`src/rtl/pulse_train_gen.sv`:
```
// Pulse train generator: turns a single-cycle start request into N pulses on sig_out
// with programmable active and gap widths, reporting busy/done for handshaking.
module pulse_train_gen #(
  parameter int   W        = 16,
  parameter logic IDLE_LVL = 1'b0
) (
  input  logic         clk,
  input  logic         rst,
  input  logic         start,
  input  logic         abort,
  input  logic [W-1:0] hi_cnt,
  input  logic [W-1:0] lo_cnt,
  input  logic [7:0]   num_pulses,
  output logic         sig_out,
  output logic         busy,
  output logic         done
);

  // state  | meaning
  // IDLE   | waiting for start, sig_out at idle level
  // HIGH   | active phase of a pulse, phase counter running
  // LOW    | gap between pulses, phase counter running
  // DONE   | train finished normally, done asserted for this one cycle
  typedef enum logic [1:0] {S_IDLE, S_HIGH, S_LOW, S_DONE} state_t;

  state_t       state;
  logic [W-1:0] phase_cnt;
  logic [W-1:0] hi_r;
  logic [W-1:0] lo_r;
  logic [7:0]   pulses_left;
  logic [W-1:0] hi_eff;
  logic [W-1:0] lo_eff;

  // Zero widths are promoted to one cycle so every phase is visible.
  assign hi_eff = (hi_cnt == '0) ? W'(1) : hi_cnt;
  assign lo_eff = (lo_cnt == '0) ? W'(1) : lo_cnt;

  always_ff @(posedge clk) begin
    if (rst) begin
      state       <= S_IDLE;
      sig_out     <= IDLE_LVL;
      busy        <= 1'b0;
      done        <= 1'b0;
      phase_cnt   <= '0;
      hi_r        <= '0;
      lo_r        <= '0;
      pulses_left <= '0;
    end else begin
      case (state)
        S_IDLE: begin
          done <= 1'b0;
          if (start && !abort) begin
            hi_r        <= hi_eff;
            lo_r        <= lo_eff;
            pulses_left <= num_pulses;
            if (num_pulses != 8'd0) begin
              state     <= S_HIGH;
              sig_out   <= ~IDLE_LVL;
              busy      <= 1'b1;
              phase_cnt <= hi_eff;
            end else begin
              state <= S_DONE;
              done  <= 1'b1;
            end
          end
        end

        S_HIGH: begin
          if (abort) begin
            state       <= S_IDLE;
            sig_out     <= IDLE_LVL;
            busy        <= 1'b0;
            phase_cnt   <= '0;
            pulses_left <= '0;
          end else if (phase_cnt == W'(1)) begin
            sig_out <= IDLE_LVL;
            if (pulses_left == 8'd1) begin
              // Final pulse ends straight into DONE, no trailing gap.
              state       <= S_DONE;
              busy        <= 1'b0;
              done        <= 1'b1;
              phase_cnt   <= '0;
              pulses_left <= '0;
            end else begin
              state       <= S_LOW;
              phase_cnt   <= lo_r;
              pulses_left <= pulses_left - 8'd1;
            end
          end else begin
            phase_cnt <= phase_cnt - W'(1);
          end
        end

        S_LOW: begin
          if (abort) begin
            state       <= S_IDLE;
            sig_out     <= IDLE_LVL;
            busy        <= 1'b0;
            phase_cnt   <= '0;
            pulses_left <= '0;
          end else if (phase_cnt == W'(1)) begin
            state     <= S_HIGH;
            sig_out   <= ~IDLE_LVL;
            phase_cnt <= hi_r;
          end else begin
            phase_cnt <= phase_cnt - W'(1);
          end
        end

        S_DONE: begin
          state <= S_IDLE;
          done  <= 1'b0;
        end

        default: begin
          state   <= S_IDLE;
          sig_out <= IDLE_LVL;
          busy    <= 1'b0;
          done    <= 1'b0;
        end
      endcase
    end
  end

endmodule

```
`config.mk`:
```
export PLATFORM = sky130hd
export DESIGN_NAME = pulse_train_gen
export DESIGN_NICKNAME = d
export VERILOG_FILES = /design/src/rtl/pulse_train_gen.sv
export SDC_FILE = /design/constraint.sdc
export NUM_CORES = 1
export LEC_CHECK = 0
export BUFFER_PORTS_ARGS = -buffer_cell sky130_fd_sc_hd__clkbuf_2
export CAP_MARGIN = 40
export CORE_ASPECT_RATIO = 1.1
export CORE_MARGIN = 4
export CORE_UTILIZATION = 60
export CTS_BUF_LIST = sky130_fd_sc_hd__clkbuf_4 sky130_fd_sc_hd__clkbuf_8
export DETAILED_ROUTE_END_ITERATION = 16
export GPL_ROUTABILITY_DRIVEN = 0
export GPL_TIMING_DRIVEN = 0
export HOLD_SLACK_MARGIN = 0.08
export PLACE_DENSITY = 0.94
export SLEW_MARGIN = 25
export SYNTH_ARGS = -nofsm -noshare
export SYNTH_HDL_FRONTEND = slang
export SYNTH_SLANG_ARGS = --single-unit
export TNS_END_PERCENT = 50
```
`constraint.sdc`:
```
create_clock -name clk -period 2.4 [get_ports clk]
set_clock_uncertainty 0.1 [all_clocks]
set_input_delay 0.36 -clock clk [delete_from_list [all_inputs] [get_ports clk]]
set_output_delay 0.36 -clock clk [all_outputs]
set_load 0.05 [all_outputs]
```
## Yosys cells after proc, flatten, opt, wreduce, memory -nomap -nowiden

Index checks and enable logic that the tools add are counted.

| cells by class | value |
|---|---|
| $add $sub $neg | 2 |
| multiply operators | 0 |
| divide/modulo/power cells | 0 |
| order comparisons | 0 |
| eq/ne operators | 14 |
| shifts and indexed selects | 0 |
| multiplexer cells | 42 |
| bitwise operators | 0 |
| reduce and logical (&&, ||, !) cells | 15 |

Operator list:

| cell | count |
|---|---|
| 2-to-1 mux 16 bit | 9 |
| one-hot mux 16 bit (3 select lines) | 1 |
| 2-to-1 mux 8 bit | 5 |
| zero test 16 bit | 2 |
| one-hot mux 8 bit (3 select lines) | 1 |
| equality test 16 x 1 -> 1 bit (second input constant) | 1 |
| 2-to-1 mux 1 bit | 16 |
| subtractor 16 x 1 -> 16 bit (second input constant) | 1 |
| 2-to-1 mux 2 bit | 6 |
| inequality test 2 bit (second input constant) | 6 |
| inequality test 3 bit (second input constant) | 3 |
| one-hot mux 1 bit (3 select lines) | 3 |
| equality test 8 x 1 -> 1 bit (second input constant) | 1 |
| one-hot mux 2 bit (4 select lines) | 1 |
| AND reduction 4 bit | 2 |
| nonzero test 8 bit | 1 |
| subtractor 8 x 1 -> 8 bit (second input constant) | 1 |
| AND reduction 3 bit | 2 |
| AND reduction 6 bit | 1 |
| nonzero test 3 bit | 2 |
| AND reduction 5 bit | 1 |
| equality test 2 bit (second input constant) | 2 |
| equality test 2 x 1 -> 1 bit (second input constant) | 1 |
| zero test 2 bit | 1 |
| other kinds (3) | 3 |

| storage, ports and cells | value |
|---|---|
| bits in registers | 61 |
| bits in latches | 0 |
| memory bits (writable) | 0 |
| memory bits (read-only) | 0 |
| output and inout bits | 3 |
| word-level logic and storage cells | 81 |
| memories | 0 |

## Depth between registers and ports, before layout

| depth | value |
|---|---|
| depth in word-level cells | 5 |
| gate-level depth with buffers | 9 |

## Least setup slack after synthesis

No wires, ideal clock.

| timing | value |
|---|---|
| path kind | reg2reg |
| start | register state[0] |
| end | register phase_cnt[5] |
| arrival time | 1.923 ns |
| setup slack | 0.292 ns |
| stages on the path, launching flop included | 10 |
| buffers on the path | 2 |
| cells stage by stage | dfxtp_1 -> inv_1 -> ha_1 -> inv_1 -> nor2_1 -> or2_1 -> buf_2 -> buf_2 -> nor2_1 -> a211oi_1 |

| on the way | value |
|---|---|
| word-level cells in the longest chain between the ends | 3 |

RTL lines:

| what | line | source |
|---|---|---|
| start: declaration | 26 | `state_t state;` |
| start signal: assignment | 40 | `state <= S_IDLE;` |
| start signal: assignment | 57 | `state <= S_HIGH;` |
| start signal: assignment | 62 | `state <= S_DONE;` |
| equality test 2 bit, or another cell as far along | 49 | `case (state)` |
| nonzero test 3 bit (no source line) / inequality test 2 bit (equally long branches) | n/a |  |
| AND reduction 3 bit (no source line) | n/a |  |
| end signal: assignment | 60 | `phase_cnt <= hi_eff;` |
| end signal: assignment | 86 | `phase_cnt <= lo_r;` |
| end signal: assignment | 90 | `phase_cnt <= phase_cnt - W'(1);` |
| end: declaration | 27 | `logic [W-1:0] phase_cnt;` |

Parallel ways exist; a longest one is shown, timed or not.
A chain may end at the register's enable or synchronous reset.

## Worst setup path in the final report

| timing | value |
|---|---|
| start | register phase_cnt[2] |
| end | register phase_cnt[15] |

| on the way | value |
|---|---|
| word-level cells in the longest chain between the ends | 4 |

RTL lines:

| what | line |
|---|---|
| subtractor 16 x 1 -> 16 bit / equality test 16 x 1 -> 1 bit (equally long branches) | n/a |
| 2-to-1 mux 16 bit (on tied branches) | 101, 75 |
| 2-to-1 mux 16 bit (on tied branches) | 95, 69 |
| one-hot mux 16 bit (3 select lines) * | 49 |

Mark *: on every way between the ends. The rest lies on a longest branch, timed or not.

==> results.py <==
metrics = {
    "sta": {
        "setup_ws_ns": 0.03254,
        "slew_headroom": 0.3185,
        "setup_viol": 0,
        "hold_viol_final": 0,
        "fin_crit_sh": 0.9864,
        "tightest_slew_ns": 1.013,
        "timing.hold.ws_ns": 0.1341,
        "fmaxAchievable_mhz": 422.4,
        "slew_violations": 0,
        "period_needed_ns": 2.367,
    },
    "synth": {
        "synth_area_um2": 3518,
        "synthArstFlopShare": 0,
        "ys_warn_count": 0,
        "ys.flop_type": "dfxtp_1",
        "ys_ff_latch": 61,
        "synth_cell_type_count": 63,
        "syn_avg_cell_area_um2": 7.819,
        "syn-instance-count": 450,
        "synth_edf_count": 0,
        "synth_fp_nets": 504,
        "ys_seq_area_frac": 0.3471,
    },
    "die": {
        "ios": 47,
        "die_h_um": 88.32,
        "core_um2": 5535,
        "dieArea_um2": 7154,
        "initial_core_util": 0.6356,
        "die_w_um": 81.01,
        "rows": 28,
    },
    "clock_network": {
        "cts_buffer_depth": 2,
        "numCtsBuffers": 9,
        "path_clk_slew_ns": 0.08,
        "cts_root_buf": "clkbuf_8",
        "cts_tree": "done",
        "insertion_delay_ns": 0.36,
        "htreeDepth": 3,
        "clock_sinks": 61,
    },
    "pwr": {
        "p_int_mw": 3.094,
        "swShare": 0.4738,
        "netSwitchingPower_mw": 2.786,
        "p_clk_frac": 0.179,
        "p_leak_nw": 1.640,
        "p_per_area_nw_per_um2": 1373,
        "seq_power_share": 0.260,
        "power.total_mw": 5.879,
        "p_comb_frac": 0.560,
        "ir_drop_mv": 0.7760,
    },
    "worst_hold_path": {
        "whs_path_depth": 3,
        "hp-start": "lo_cnt[7]",
        "holdPathEnd": "lo_r[7]",
        "hold_path_class": "in2reg",
    },
    "run": {
        "cap_violations": 0,
    },
    "critical_path": {
        "cpPeakStageDelay_ns": 0.68,
        "startpoint_type": "register",
        "cp-end-kind": "register",
        "cp_data_arrival_time_ns": 2.48,
        "cp.required_ns": 2.51,
        "crit_type": "reg2reg",
        "path_cells": "buf_2 -> or4_1 -> or4b_1 -> o31ai_2 -> a2111oi_1",
        "cpMaxStageDelayCell": "or4_1",
        "reg2reg_from": "phase_cnt[2]",
        "crit_fanout": 9,
        "r2r-end": "phase_cnt[15]",
        "r2r_cells": 5,
        "rrSetupSlack_ns": 0.03,
    },
    "route": {
        "drc": 0,
        "ant_nets": 0,
        "wl_um": 11800,
        "via_per_inst": 6.786,
        "drt_iter0_markers": 905,
        "num_vias": 4085,
        "firstDrtPassIters": 8,
        "wl_per_cell_um": 19.60,
    },
    "global_routing": {
        "grt_pass1_wl_um": 18110,
        "grt_antenna_before_repair": 0,
        "grt_remaining_overflow": 0,
        "grt_use_total": 0.3285,
        "grt_max_degree": 13,
        "grt_pass1_vias": 3752,
    },
    "placed_design": {
        "hpwl_um": 7737,
        "port_buffers": 46,
        "pre_cts_ws_ns": -0.1811,
    },
    "finish": {
        "utilization": 0.7737,
        "syn_to_final_growth_pct": 21.73,
        "nNetsFinal": 575,
        "fill_cells": 360,
        "drive_gt1_frac": 0.2205,
    },
    "status": {
        "status": "completed",
    },
}
-- cell usage in the layout, fill, tap and decap left out, types with 7 or more instances in the layout --
master | Yosys | layout
buf_4 | 1 | 15
o21ai_0 | 15 | 15
a211oi_1 | 11 | 10
inv_1 | 14 | 13
nand2_1 | 68 | 68
clkbuf_8 | 0 | 9
a21oi_1 | 61 | 60
ha_1 | 10 | 9
clkbuf_1 | 20 | 15
dfxtp_1 | 61 | 59
nor2_1 | 35 | 33
clkbuf_2 | 1 | 51
o221ai_1 | 7 | 7
nor3_1 | 8 | 8
nor4_1 | 15 | 14
a22o_1 | 12 | 12
-- per-stage QoR --
step | instances | TNS, ns | area, um2
global route | 601 | -0.1074 | 4280
CTS | 589 | 0 | 4111
detailed placement | 571 | -1.797 | 3842
finish | 602 | 0 | 4283
global placement | 571 | -1.011 | 3842
floorplan | 450 | 0 | 3518
-- synthesized netlist by cell type (3+ instances only) --
cell type | instances | area share
a211oi_1 | 11 | 0.023
a21oi_1 | 61 | 0.087
a221oi_1 | 5 | 0.012
a22o_1 | 12 | 0.030
a311oi_1 | 3 | 0.0075
a31oi_1 | 5 | 0.0089
and3_1 | 3 | 0.0053
buf_2 | 7 | 0.010
clkbuf_1 | 20 | 0.021
dfxtp_1 | 61 | 0.35
ha_1 | 10 | 0.036
inv_1 | 14 | 0.015
nand2_1 | 68 | 0.073
nand2b_1 | 4 | 0.0071
nand3_1 | 5 | 0.0071
nand4_1 | 3 | 0.0053
nor2_1 | 35 | 0.037
nor2b_1 | 6 | 0.011
nor3_1 | 8 | 0.011
nor3b_1 | 5 | 0.011
nor4_1 | 15 | 0.027
o211ai_1 | 3 | 0.0064
o21ai_0 | 15 | 0.021
o221ai_1 | 7 | 0.017
o2bb2ai_1 | 3 | 0.0075
o31ai_1 | 4 | 0.0085
o32ai_1 | 4 | 0.010
or4_1 | 4 | 0.0085
xnor2_1 | 4 | 0.010
xor2_1 | 4 | 0.010
-- critical path: cells and delay by family, from the launching register on --
family | cells | cell delay (ns)
AND/OR/NAND/NOR | 2 | 1.28
AO/OA/AOI/OAI | 2 | 0.37
flip-flops | 1 | 0.30
buffers and inverters | 1 | 0.17
-- cells by family after synthesis --
kind of cell               synth area share
DFF                                  0.3471
and+or+nand+nor                      0.2525
adders and majority gates           0.03556
buffers and inverters               0.05298
AOI/OAI and AO/OA                    0.2920
xor gates and xnor gates            0.01991
-- layout make-up --
class | count | area [um2] | area share
plain buffers | 28 | 136.4 | 0.03184
clock inverters | 7 | 98.84 | 0.02308
multi-input cells | 345 | 2195 | 0.5124
well taps | 75 | 93.84 | 0.02191
diodes | 1 | 2.502 | 0.0005843
inverters | 14 | 52.55 | 0.01227
clock buffers | 9 | 123.9 | 0.02892
repair buffers | 62 | 356.6 | 0.08326
flip-flops and latches | 61 | 1224 | 0.2857
-- flip-flops by register name, indices dropped and copies added (netlist names) --
register / count
lo_r: 16
hi_r: 16
sig_out: 1
busy: 1
state: 2
done: 1
phase_cnt: 16
pulses_left: 8
-- power by group through the flow --
| stage | Clock, mW | Sequential [mW] | Combinational (mW) |
|---|---|---|---|
| 6_report | 1.05 | 1.53 | 3.30 |
| 5_1_grt | 1.09 | 1.56 | 3.52 |
| 4_1_cts | 1.04 | 1.49 | 2.82 |
| 3_5_place_dp | 0 | 1.51 | 2.70 |
| 3_3_place_gp | 0 | 1.50 | 2.61 |
| 2_1_floorplan | 0 | 1.51 | 2.03 |
-- repair_timing --
item                                    4_1_cts  5_1_grt
pin swaps                                     0        4
hold buffers                                  0        0
endpoints found under the setup margin       18       25
gates cloned                                  0        0
setup buffers                                 2       12
resized for setup                             8       21
-- how the worst max path moves through the flow --
stage,depth (start not counted),to,startpoint
6_report,5,phase_cnt[15],phase_cnt[2]
5_1_grt,8,done,phase_cnt[1]
4_1_cts,8,phase_cnt[13],state[0]
3_5_place_dp,9,phase_cnt[6],state[0]
3_3_place_gp,8,phase_cnt[10],num_pulses[5]
2_1_floorplan,9,phase_cnt[5],state[0]
-- per-layer routing --
layer,track usage,up-vias,share of wire
met4,0.1659,0,0.053
met2,0.5146,344,0.45
met1,0.4109,1834,0.38
met5,0,-,0
li1,-,1821,-
met3,0.09674,86,0.12
No activity file was read; power rests on OpenSTA's default activity.
